**config.mk**
```make
export PLATFORM = sky130hd
export DESIGN_NAME = alu_pipe
export DESIGN_NICKNAME = d
export VERILOG_FILES = /design/src/rtl/alu_pkg.sv /design/src/rtl/alu_core.sv /design/src/rtl/alu_pipe.sv
export SDC_FILE = /design/constraint.sdc
export NUM_CORES = 1
export LEC_CHECK = 0
export BUFFER_PORTS_ARGS = -buffer_cell sky130_fd_sc_hd__buf_2
export CORE_UTILIZATION = 48
export DETAILED_ROUTE_END_ITERATION = 8
export PLACE_DENSITY = 0.71
export REMOVE_ABC_BUFFERS = 1
export SLEW_MARGIN = 20
export SYNTH_ARGS = -nofsm -noshare
export SYNTH_HDL_FRONTEND = slang
export SYNTH_SLANG_ARGS = --single-unit
```
**constraint.sdc**
```tcl
create_clock -name clk -period 2.7 [get_ports clk]
set_input_delay 0.54 -clock clk [delete_from_list [all_inputs] [get_ports clk]]
set_output_delay 0.54 -clock clk [all_outputs]
set_load 0.02 [all_outputs]
```
**src/rtl/alu_pkg.sv**
```systemverilog
// alu_pkg: opcode enum, flag bit positions and opcode helpers shared by the ALU pipeline
package alu_pkg;
  typedef enum logic [1:0] {ADD, SUB, NAND, XOR} alu_op_e;
  localparam int FLAG_Z = 2;
  localparam int FLAG_V = 1;
  localparam int FLAG_N = 0;
  function automatic logic is_arith(input alu_op_e op);
    return op == ADD || op == SUB;
  endfunction
endpackage

```
**src/rtl/alu_core.sv**
```systemverilog
// alu_core: combinational ALU producing wrapped result and signed-overflow error
module alu_core
  import alu_pkg::*;
#(
  parameter int WIDTH = 4
) (
  input  logic [WIDTH-1:0] i_a,
  input  logic [WIDTH-1:0] i_b,
  input  alu_op_e          i_op,
  output logic [WIDTH-1:0] o_result,
  output logic             o_error
);
  logic [WIDTH-1:0] w_sum, w_diff;
  logic             w_sa, w_sb;
  assign w_sum  = i_a + i_b;
  assign w_diff = i_a - i_b;
  assign w_sa   = i_a[WIDTH-1];
  assign w_sb   = i_b[WIDTH-1];
  always_comb begin
    o_result = i_op == ADD ? w_sum : i_op == SUB ? w_diff : i_op == NAND ? ~(i_a & i_b) : i_a ^ i_b;
    o_error  = i_op == ADD ? (w_sa == w_sb) && (w_sum[WIDTH-1] != w_sa) :
               i_op == SUB ? (w_sa != w_sb) && (w_diff[WIDTH-1] != w_sa) : 1'b0;
  end
endmodule

```
**src/rtl/alu_pipe.sv**
```systemverilog
// alu_pipe: two-stage valid/ready ALU pipeline with condition flags and saturating error counter
module alu_pipe
  import alu_pkg::*;
#(
  parameter int WIDTH = 4,
  parameter int CNT_W = 8
) (
  input  logic             clk,
  input  logic             rst_n,
  input  logic             in_valid,
  output logic             in_ready,
  input  logic [WIDTH-1:0] in_a,
  input  logic [WIDTH-1:0] in_b,
  input  logic [1:0]       in_op,
  output logic             out_valid,
  input  logic             out_ready,
  output logic [WIDTH-1:0] out_result,
  output logic             out_error,
  output logic [2:0]       flags,
  input  logic             clr_cnt,
  output logic [CNT_W-1:0] err_count
);
  logic             r_s1_v, r_s2_v, r_err, r_arith;
  logic [WIDTH-1:0] r_a, r_b, r_res;
  alu_op_e          r_op;
  logic [2:0]       r_flags;
  logic [CNT_W-1:0] r_cnt;
  logic             w_out_xfer, w_s1_adv, w_in_xfer, w_err;
  logic [WIDTH-1:0] w_res;
  assign w_out_xfer = r_s2_v & out_ready;
  assign w_s1_adv   = r_s1_v & (~r_s2_v | out_ready);
  assign in_ready   = rst_n & (~r_s1_v | w_s1_adv);
  assign w_in_xfer  = in_valid & in_ready;
  alu_core #(.WIDTH(WIDTH)) u_core (
    .i_a      (r_a),
    .i_b      (r_b),
    .i_op     (r_op),
    .o_result (w_res),
    .o_error  (w_err)
  );
  always_ff @(posedge clk) begin
    if (!rst_n) begin
      r_s1_v <= 1'b0;
      r_a    <= '0;
      r_b    <= '0;
      r_op   <= ADD;
    end else begin
      if (w_in_xfer) begin
        r_a  <= in_a;
        r_b  <= in_b;
        r_op <= alu_op_e'(in_op);
      end
      r_s1_v <= w_in_xfer | (r_s1_v & ~w_s1_adv);
    end
  end
  always_ff @(posedge clk) begin
    if (!rst_n) begin
      r_s2_v  <= 1'b0;
      r_res   <= '0;
      r_err   <= 1'b0;
      r_arith <= 1'b0;
    end else begin
      if (w_s1_adv) begin
        r_res   <= w_res;
        r_err   <= w_err;
        r_arith <= is_arith(r_op);
      end
      r_s2_v <= w_s1_adv | (r_s2_v & ~out_ready);
    end
  end
  // V only follows arithmetic results; logic ops leave it untouched
  always_ff @(posedge clk) begin
    if (!rst_n) begin
      r_flags <= '0;
    end else if (w_out_xfer) begin
      r_flags[FLAG_Z] <= r_res == '0;
      r_flags[FLAG_N] <= r_res[WIDTH-1];
      if (r_arith) r_flags[FLAG_V] <= r_err;
    end
  end
  always_ff @(posedge clk) begin
    if (!rst_n || clr_cnt) r_cnt <= '0;
    else if (w_out_xfer && r_err && !(&r_cnt)) r_cnt <= r_cnt + CNT_W'(1);
  end
  assign out_valid  = r_s2_v;
  assign out_result = r_res;
  assign out_error  = r_err;
  assign flags      = r_flags;
  assign err_count  = r_cnt;
endmodule

```
-- Word-level counts from Yosys, hierarchy flattened
Index checks and enable logic that the tools add are counted.
- bits in registers: 29
- logic and storage cells: 54
- input bits: 15
- memory bits (writable): 0
- bits in read-only memories: 0
- latch bits: 0
- memories kept: 0
- mux-type cells: 5
- divide/modulo/power cells: 0
- order comparisons: 0
- add/subtract/negate cells: 3
- reductions and logical operators: 12
- bitwise operators: 17
- equal/unequal tests: 6
- multipliers: 0
- shift-type cells: 0
- operators with widths (operator ; number):
    2-to-1 mux 4 bit ; 3
    adder 8 x 1 -> 8 bit, second input constant ; 1
    AND reduction 8 bit ; 1
    bitwise AND 1 bit ; 6
    adder 4 bit ; 1
    bitwise AND 4 bit ; 1
    logical AND 1 bit ; 4
    zero test 4 bit ; 1
    inverter 1 bit ; 4
    inverter 4 bit ; 1
    OR 1 bit ; 4
    subtractor 4 bit ; 1
    bitwise XOR 4 bit ; 1
    != test 1 bit ; 3
    == test 2 x 1 -> 1 bit, second input constant ; 1
    == test 2 bit, second input constant ; 1
    zero test 1 bit ; 2
    zero test 2 bit ; 1
    logical OR 1 bit ; 2
    2-to-1 mux 1 bit ; 2
    AND reduction 2 bit ; 1
    == test 1 bit ; 1

-- Logic depth before layout (Yosys ltp)
Gate-level depths: netlist of run 1.
- depth after elaboration: 7
- depth in mapped cells: 7
- mapped depth without buffers: 7

-- By module
From an unflattened synthesis of run 1, not the netlist that was laid out.
- cell total of the unflattened synthesis: 187
- area, all modules: 1595.3 um^2
- by module, submodules not included (module ; area an instance (um^2) ; cells each ; times used):
    alu_pipe ; 1197.4 ; 136 ; 1
    alu_core ; 397.9 ; 51 ; 1

-- Worst setup path before layout of run 1
No wires, ideal clock.
- kind: reg2reg
- start point: register r_a[0]
- end point: register r_res[1] (netlist: out_result[1])
- arrival time: 1.736 ns
- library setup time: 0.070 ns
- path slack: 0.893 ns
- path buffers: 0
- cell stages (with the launch flop): 7
- path through: dfxtp_1 -> ha_1 -> fa_1 -> inv_1 -> mux4_2 -> or2_1 -> a21oi_1
- cells in the longest elaborated chain, start to end: 3
- ends and longest elaborated chain (item ; RTL line ; RTL):
    start, declared ; alu_pipe.sv:24 ; logic [WIDTH-1:0] r_a, r_b, r_res;
    start signal, assigned ; alu_pipe.sv:49 ; r_a <= in_a;
    subtractor 4 bit ; alu_core.sv:16 ; assign w_diff = i_a - i_b;
    2-to-1 mux 4 bit ; alu_core.sv:20 ; o_result = i_op == ADD ? w_sum : i_op == SUB ? w_diff : i_op == NAND ? ~(i_a & i_b) : i_a ^ i_b;
    2-to-1 mux 4 bit (*) ; alu_core.sv:20 ;
    end signal, assigned ; alu_pipe.sv:64 ; r_res <= w_res;
    end, declared ; alu_pipe.sv:24 ;
Every way passes the cells marked *; elsewhere a longest branch is shown, timed or not.
A chain may end at the register's enable or synchronous reset.

-- Worst setup path in the final report of run 1
- start point: input port rst_n
- end point: output port in_ready
- cells in the longest elaborated chain, start to end: 1
- ends and longest elaborated chain (item ; RTL line ; RTL):
    start, declared ; alu_pipe.sv:9 ; input logic rst_n,
    bitwise AND 1 bit ; alu_pipe.sv:32 ; assign in_ready = rst_n & (~r_s1_v | w_s1_adv);
    end, declared ; alu_pipe.sv:11 ; output logic in_ready,
No other way between the ends.

==> results of run 1 <==
[power by group through the flow]
stage | logic, uW | clock network, uW | registers [uW]
floorplan | 92.1 | 0 | 485
global placement | 136 | 0 | 481
detailed placement | 144 | 0 | 483
CTS | 144 | 261 | 473
global route | 163 | 281 | 477
finish | 144 | 255 | 473
[path summary, 6_finish.rpt]
| kind | startpoint | slack, ps | to | depth (start not counted) |
|---|---|---|---|---|
| min reg2reg | flags[0] | 460 | flags[0] | 2 |
| max | rst_n | 700 | in_ready | 4 |
| max reg2reg | r_b[0] | 810 | out_result[1] | 6 |
| min | in_a[1] | 420 | r_a[1] | 2 |
[cell families (layout without fill, tap and decap cells)]
family | Yosys count | after routing | synth area share
buffers and inverters | 21 | 54 | 0.0545
DFF | 29 | 29 | 0.356
muxes | 11 | 11 | 0.0753
adders and majority gates | 10 | 10 | 0.0860
AOI/OAI and AO/OA | 39 | 39 | 0.191
and+or+nand+nor | 61 | 61 | 0.204
xor gates and xnor gates | 6 | 6 | 0.0323
[cell usage in the layout (no fill, tap or decap), types with 4 or more instances in the layout]
cell type                  instances
sky130_fd_sc_hd__a211oi_1          6
sky130_fd_sc_hd__clkbuf_4          5
sky130_fd_sc_hd__dfxtp_1          29
sky130_fd_sc_hd__inv_1            14
sky130_fd_sc_hd__a31o_1            4
sky130_fd_sc_hd__xnor2_1           5
sky130_fd_sc_hd__o21ai_0           4
sky130_fd_sc_hd__nand3_1           5
sky130_fd_sc_hd__nand2_1          17
sky130_fd_sc_hd__mux2i_1          10
sky130_fd_sc_hd__nor2_1           14
sky130_fd_sc_hd__buf_2            32
sky130_fd_sc_hd__a21oi_1          11
sky130_fd_sc_hd__ha_1              8
[worst max-delay path, cell delays in order]
cell                      delay [ps]
sky130_fd_sc_hd__buf_2           180
sky130_fd_sc_hd__inv_1           240
sky130_fd_sc_hd__a21oi_4         280
sky130_fd_sc_hd__buf_2           210
[per-layer routing]
metal  up-vias  part of all wire  track usage  wire [um]
li1        695                 -            -          -
met1       633              0.46        0.261       1540
met2        34              0.48        0.353       1600
met3         5             0.042       0.0584        139
met4         0             0.012       0.0698         41
met5         -                 0            0          0
[state kept, by name, indices dropped and copies added (netlist names)]
signal and count:
out_result 4, r_s1_v 1, out_valid 1, err_count 8, r_arith 1, r_b 4, r_op 2, flags 3
out_error 1, r_a 4
[through the flow]
step	area, um^2	hold WS, ps
floorplan	1590	442
global placement	1810	444
detailed placement	1810	449
CTS	1860	415
global route	1860	418
finish	1860	422
[cell type report]
cell class / count / area, um^2
inverter: 14 / 52.6
sequential: 29 / 581
clock buffer: 6 / 41.3
multi-input combinational: 127 / 960
clock inverter: 2 / 10.0
fill: 283 / 1270
tap: 44 / 55.1
timing repair buffer: 32 / 160
==> reports/summary.log, run 1 <==
qor: outcome.result_of_the_run complete, no violations
qor: power.cellLeakagePower 0.000801 uW
qor: worst_setup_path.data_arrival_time_of_the_critical_path 1460 ps
qor: timing.rsz_0062_raised_after_global_routing false
qor: yosys.yosys-top-cells-area sky130_fd_sc_hd__dfxtp_1 (36%), sky130_fd_sc_hd__ha_1 (6.1%), sky130_fd_sc_hd__mux2i_1 (6.1%)
qor: yosys.async_reset_ff_frac 0
qor: yosys.most_used_standard_cell_by_instance_count_after_synthesis sky130_fd_sc_hd__dfxtp_1
qor: worst_setup_path.crit_required 2160 ps
qor: clock_network.clk_latency 330 ps
qor: layout.area_growth_syn_to_layout 14.1%
qor: placement.numPortBuffers 32
qor: timing.slew_limit_fails 0
qor: layout.post-route-util 0.594
qor: flow_run.max_cap_viol_count 0
qor: routing.drc 0
qor: power.power.ir.vdd_worst 0.000245 V
qor: clock_network.postCtsHoldBufs 0
qor: power.seqPwrFrac 0.542
qor: layout.number_of_nets_in_the_layout 234
qor: yosys.synth.top_cells.by_count sky130_fd_sc_hd__dfxtp_1 (29), sky130_fd_sc_hd__nand2_1 (17), sky130_fd_sc_hd__inv_1 (14), sky130_fd_sc_hd__nor2_1 (14), sky130_fd_sc_hd__a21oi_1 (11)
qor: clock_network.max-clock-path-buffers 2
qor: clock_network.cts_tree yes
qor: timing.period_needed 2000 ps
qor: layout.instances_no_fill 254
qor: timing.timing_worst_slew_pin_value 460 ps
qor: power.power.density 469 nW/um^2
qor: yosys.synthesis.yosys.warnings 0
qor: timing.final_critical_path_setup_slack 699 ps
qor: placement.dpl.cell_count 246
qor: floorplanning.core_area 3130 um^2
qor: floorplanning.die_width 60.3 um
qor: global_routing.first_global_vias 1262
qor: yosys.synth_seq_area_share 0.356
qor: routing.drt-vias-per-instance 5.38
qor: routing.wl 3320 um
qor: power.switching_share 0.301
qor: yosys.synth.ff_latch_count 29
qor: floorplanning.std_cell_rows 20
qor: yosys.yosysTopAreaCellShare 0.356
qor: routing.via_count 1367
qor: worst_setup_path.path_max_fanout 14
qor: worst_setup_path.critPathKind primary input to output pin
qor: min_path.min-delay-path-class primary input to flip-flop
qor: yosys.yosysUniqueCellTypes 50
qor: yosys.synthesis.area_per_instance 9.20 um^2
qor: clock_network.clock-sinks 29
qor: routing.wl_per_cell 13.1 um
qor: power.net_switching_power 262 uW
qor: timing.timing.final.setup_violations 0
qor: yosys.yosys_most_used_dff sky130_fd_sc_hd__dfxtp_1
qor: clock_network.ctsHtreeMaxLevel 2
qor: layout.post_route_cells_drive_above_1_share 0.238
qor: yosys.synth_top_cell_by_area sky130_fd_sc_hd__dfxtp_1
qor: power.portion_of_total_power_attributed_to_the_clock_network 0.292
qor: yosys.netlist_instances 177
qor: clock_network.worst_setup_hold_path_clk_slew 90 ps
qor: timing.fin_setup_tns 0 ps
qor: global_routing.gr-usage-all-layers 0.212
qor: global_routing.grt_max_degree 15
qor: power.logic_gate_share_of_total_power 0.166
qor: timing.finalHoldViolCount 0
qor: layout.insertedDiodeCount 0
qor: worst_setup_path.worst_setup_path_start_kind primary input
qor: power.power.total 872 uW
qor: clock_network.post_cts_setup_buffer_count 0
qor: timing.maximum_operating_frequency 500 MHz
qor: floorplanning.die_area 3630 um^2
qor: worst_setup_path.worst_setup_path_end_kind output pin
qor: clock_network.cts_root_buffer sky130_fd_sc_hd__clkbuf_4
qor: timing.timing.slew.headroom 0.693
qor: global_routing.globalRoute.totalOverflow 0
qor: timing.final_min_period_over_clock_period 0.741
qor: routing.final_antenna_net_count 0
qor: placement.preCtsSetupSlack 707 ps
qor: yosys.synth.cell_area 1630 um^2
qor: global_routing.grt_first_pass_wirelength 5640 um
qor: power.power_report.internal_total 610 uW
qor: routing.drt_pass1_iterations 4
qor: routing.drt_first_iter_violations 93
qor: yosys.number_of_enable_flip_flop_cells_after_synthesis 0
qor: placement.finalWeightedCongestion 0.836
qor: clock_network.cts_buffer_count 5
qor: floorplanning.initial_core_utilization 0.521
qor: timing.finalClockSkew 11.5 ps
qor: global_routing.initial_antenna_violation_count 0
qor: placement.sum_of_net_half_perimeters_after_detailed_placement 2560 um
qor: floorplanning.io-pin-count 33
qor: floorplanning.die_h 60.3 um
qor: clock_network.number_of_gates_resized_after_cts 0
No activity file was read; power rests on OpenSTA's default activity.
==> run 2, diff against run 1 <==
==> constraint.sdc (replaced) <==
create_clock -name clk -period 2 [get_ports clk]
set_input_delay 0.4 -clock clk [delete_from_list [all_inputs] [get_ports clk]]
set_output_delay 0.4 -clock clk [all_outputs]
set_load 0.02 [all_outputs]
==> reports/summary.log, run 2 (synthesis results as in run 1) <==
qor: power.net_switching_power 361 uW [+38%]
qor: clock_network.cts_tree yes
qor: floorplanning.initial_core_utilization 0.521 [unchanged]
qor: routing.drt-vias-per-instance 5.32 [-1.2%]
qor: min_path.timing.hold.worst.start in_b[1]
qor: floorplanning.die_area 3630 um^2 [unchanged]
qor: global_routing.initial_antenna_violation_count 0 [unchanged]
qor: timing.rsz_0062_raised_after_global_routing false
qor: routing.drc 0 [unchanged]
qor: placement.numPortBuffers 32 [unchanged]
qor: global_routing.grt_max_degree 14 [-1]
qor: clock_network.worst_setup_hold_path_clk_slew 100 ps [about the same]
qor: layout.area_growth_syn_to_layout 16.7%
qor: timing.timing_worst_slew_pin_value 420 ps [-40.1 ps]
qor: power.seqPwrFrac 0.509 [-0.033]
qor: clock_network.clk_latency 330 ps [about the same]
qor: timing.finalHoldViolCount 0 [unchanged]
qor: layout.number_of_nets_in_the_layout 236 [+0.85%]
qor: power.cellLeakagePower 0.000821 uW [+2.5%]
qor: power.power.ir.vdd_worst 0.000312 V [+27%]
qor: layout.post_route_cells_drive_above_1_share 0.259 [+0.0213]
qor: worst_setup_path.worst_setup_path_start_kind flip-flop
qor: min_path.min_path_cells 2 [unchanged]
qor: power.switching_share 0.287 [-0.0137]
qor: min_path.min-delay-path-class primary input to flip-flop
qor: layout.final_cell_mix sky130_fd_sc_hd__buf_2 (32), sky130_fd_sc_hd__dfxtp_1 (28), sky130_fd_sc_hd__nand2_1 (17)
qor: worst_setup_path.ff2ff_setup_slack 100 ps [-710 ps]
qor: worst_setup_path.regToRegEndpoint out_result[1]
qor: min_path.timing.hold.worst_endpoint r_b[1]
qor: timing.slew_limit_fails 0 [unchanged]
qor: worst_setup_path.crit-reg2reg-launch r_a[0]
qor: floorplanning.std_cell_rows 20 [unchanged]
qor: timing.period_needed 1900 ps
qor: clock_network.max-clock-path-buffers 2 [unchanged]
qor: worst_setup_path.critPathKind flip-flop to flip-flop
qor: clock_network.clock-sinks 29 [unchanged]
qor: global_routing.first_global_vias 1281 [+1.5%]
qor: power.power.density 661 nW/um^2 [+41%]
qor: floorplanning.io-pin-count 33 [unchanged]
qor: worst_setup_path.path_max_fanout 2 [-12]
qor: power.portion_of_total_power_attributed_to_the_clock_network 0.333 [+0.041]
qor: power.power_report.internal_total 896 uW [+47%]
qor: timing.finalClockSkew 5.38 ps [-6.11 ps]
qor: timing.fin_setup_tns 0 ps [unchanged]
qor: routing.drt_first_iter_violations 106 [+14%]
qor: global_routing.gr-usage-all-layers 0.214 [+0.00197]
qor: global_routing.grt_first_pass_wirelength 5650 um [+0.25%]
qor: floorplanning.die_width 60.3 um [unchanged]
qor: timing.final_min_period_over_clock_period 0.949
qor: placement.preCtsSetupSlack 113 ps [-594 ps]
qor: clock_network.cts_root_buffer sky130_fd_sc_hd__clkbuf_4
qor: timing.final_critical_path_setup_slack 102 ps [-597 ps]
qor: power.logic_gate_share_of_total_power 0.158 [-0.008]
qor: routing.via_count 1361 [-0.44%]
qor: layout.most_common_cell_after_layout_fill_and_taps_aside sky130_fd_sc_hd__buf_2
qor: timing.maximum_operating_frequency 527 MHz
qor: routing.final_antenna_net_count 0 [unchanged]
qor: routing.wl_per_cell 13.1 um [+0.56%]
qor: layout.instances_no_fill 256 [+0.79%]
qor: floorplanning.die_h 60.3 um [unchanged]
qor: routing.drt_pass1_iterations 4 [unchanged]
qor: placement.sum_of_net_half_perimeters_after_detailed_placement 2560 um [+0.14%]
qor: layout.insertedDiodeCount 0 [unchanged]
qor: clock_network.ctsHtreeMaxLevel 2 [unchanged]
qor: flow_run.max_cap_viol_count 0 [unchanged]
qor: clock_network.post_cts_setup_buffer_count 0 [unchanged]
qor: worst_setup_path.r2r.worst_path.cells 6 [unchanged]
qor: floorplanning.core_area 3130 um^2 [unchanged]
qor: timing.timing.slew.headroom 0.719 [+0.0267]
qor: clock_network.cts_buffer_count 5 [unchanged]
qor: timing.timing.final.setup_violations 0 [unchanged]
qor: outcome.result_of_the_run complete, no violations
qor: worst_setup_path.worst_setup_path_end_kind flip-flop
qor: global_routing.globalRoute.totalOverflow 0 [unchanged]
qor: worst_setup_path.data_arrival_time_of_the_critical_path 2170 ps [+710 ps]
qor: worst_setup_path.crit_required 2270 ps [+110 ps]
qor: placement.dpl.cell_count 248 [+0.81%]
qor: layout.largest_register_ffs 8 [unchanged]
qor: routing.wl 3370 um [+1.4%]
qor: placement.finalWeightedCongestion 0.792 [-5.2%]
run 2: cell types whose count changed in the layout (fill, tap and decap cells not counted), sizes merged:
cell,change
clkbuf,+1
clkinv,-1
buf,+2
run 2: metal layers:
layer,share of wire,vias to the layer above,GRT usage
met3,0.057,7,0.0584
met4,0.020,0,0.116
met5,0,-,0
li1,-,702,-
met1,0.45,602,0.254
met2,0.48,50,0.347
run 2: metrics by stage:
step | cell area (um^2) | hold WS, ps | utilization | total power (uW)
final | 1900 | 281 | 0.608 | 1260
after global routing | 1900 | 271 | 0.608 | 1320
after CTS | 1890 | 269 | 0.605 | 1260
after detailed placement | 1820 | 447 | 0.583 | 845
after global placement | 1820 | 436 | 0.583 | 836
after floorplan | 1590 | 442 | - | 779
run 2: worst max-delay path: stages (launching register included):
cell and delay, ps:
sky130_fd_sc_hd__dfxtp_1 350, sky130_fd_sc_hd__inv_1 60, sky130_fd_sc_hd__ha_1 230, sky130_fd_sc_hd__fa_1 440, sky130_fd_sc_hd__mux4_2 440, sky130_fd_sc_hd__or2_1 210, sky130_fd_sc_hd__a21oi_1 110
run 2: area by class of cell:
class,instances,area [um^2]
Clock inverter,1,5.00
Tap cell,44,55.1
Clock buffer,7,65.1
Sequential cell,29,582
Inverter,14,52.6
Timing Repair Buffer,34,175
Fill cell,298,1230
Multi-Input combinational cell,127,966
run 2: power by group through the flow:
stage / Sequential (uW) / Combinational (uW) / Clock (uW)
global placement: 648 / 188 / 0
CTS: 638 / 195 / 432
finish: 639 / 198 / 419
global route: 644 / 223 / 457
floorplan: 654 / 124 / 0
detailed placement: 651 / 194 / 0
run 2: worst max path at each step:
stage,from,endpoint,slack [ps],depth (start not counted)
2_1_floorplan,r_a[0],out_result[1],190,6
3_3_place_gp,r_a[0],out_result[1],170,6
3_5_place_dp,r_a[0],out_result[1],110,6
4_1_cts,r_a[0],out_result[1],90,6
5_1_grt,r_b[2],out_result[3],8,6
6_report,r_a[0],out_result[1],100,6
run 2: what timing repair did:
item	in CTS	in global routing
gates resized for setup	0	3
endpoints found under the hold margin	0	0
setup endpoints to repair	0	2
hold buffers	0	0
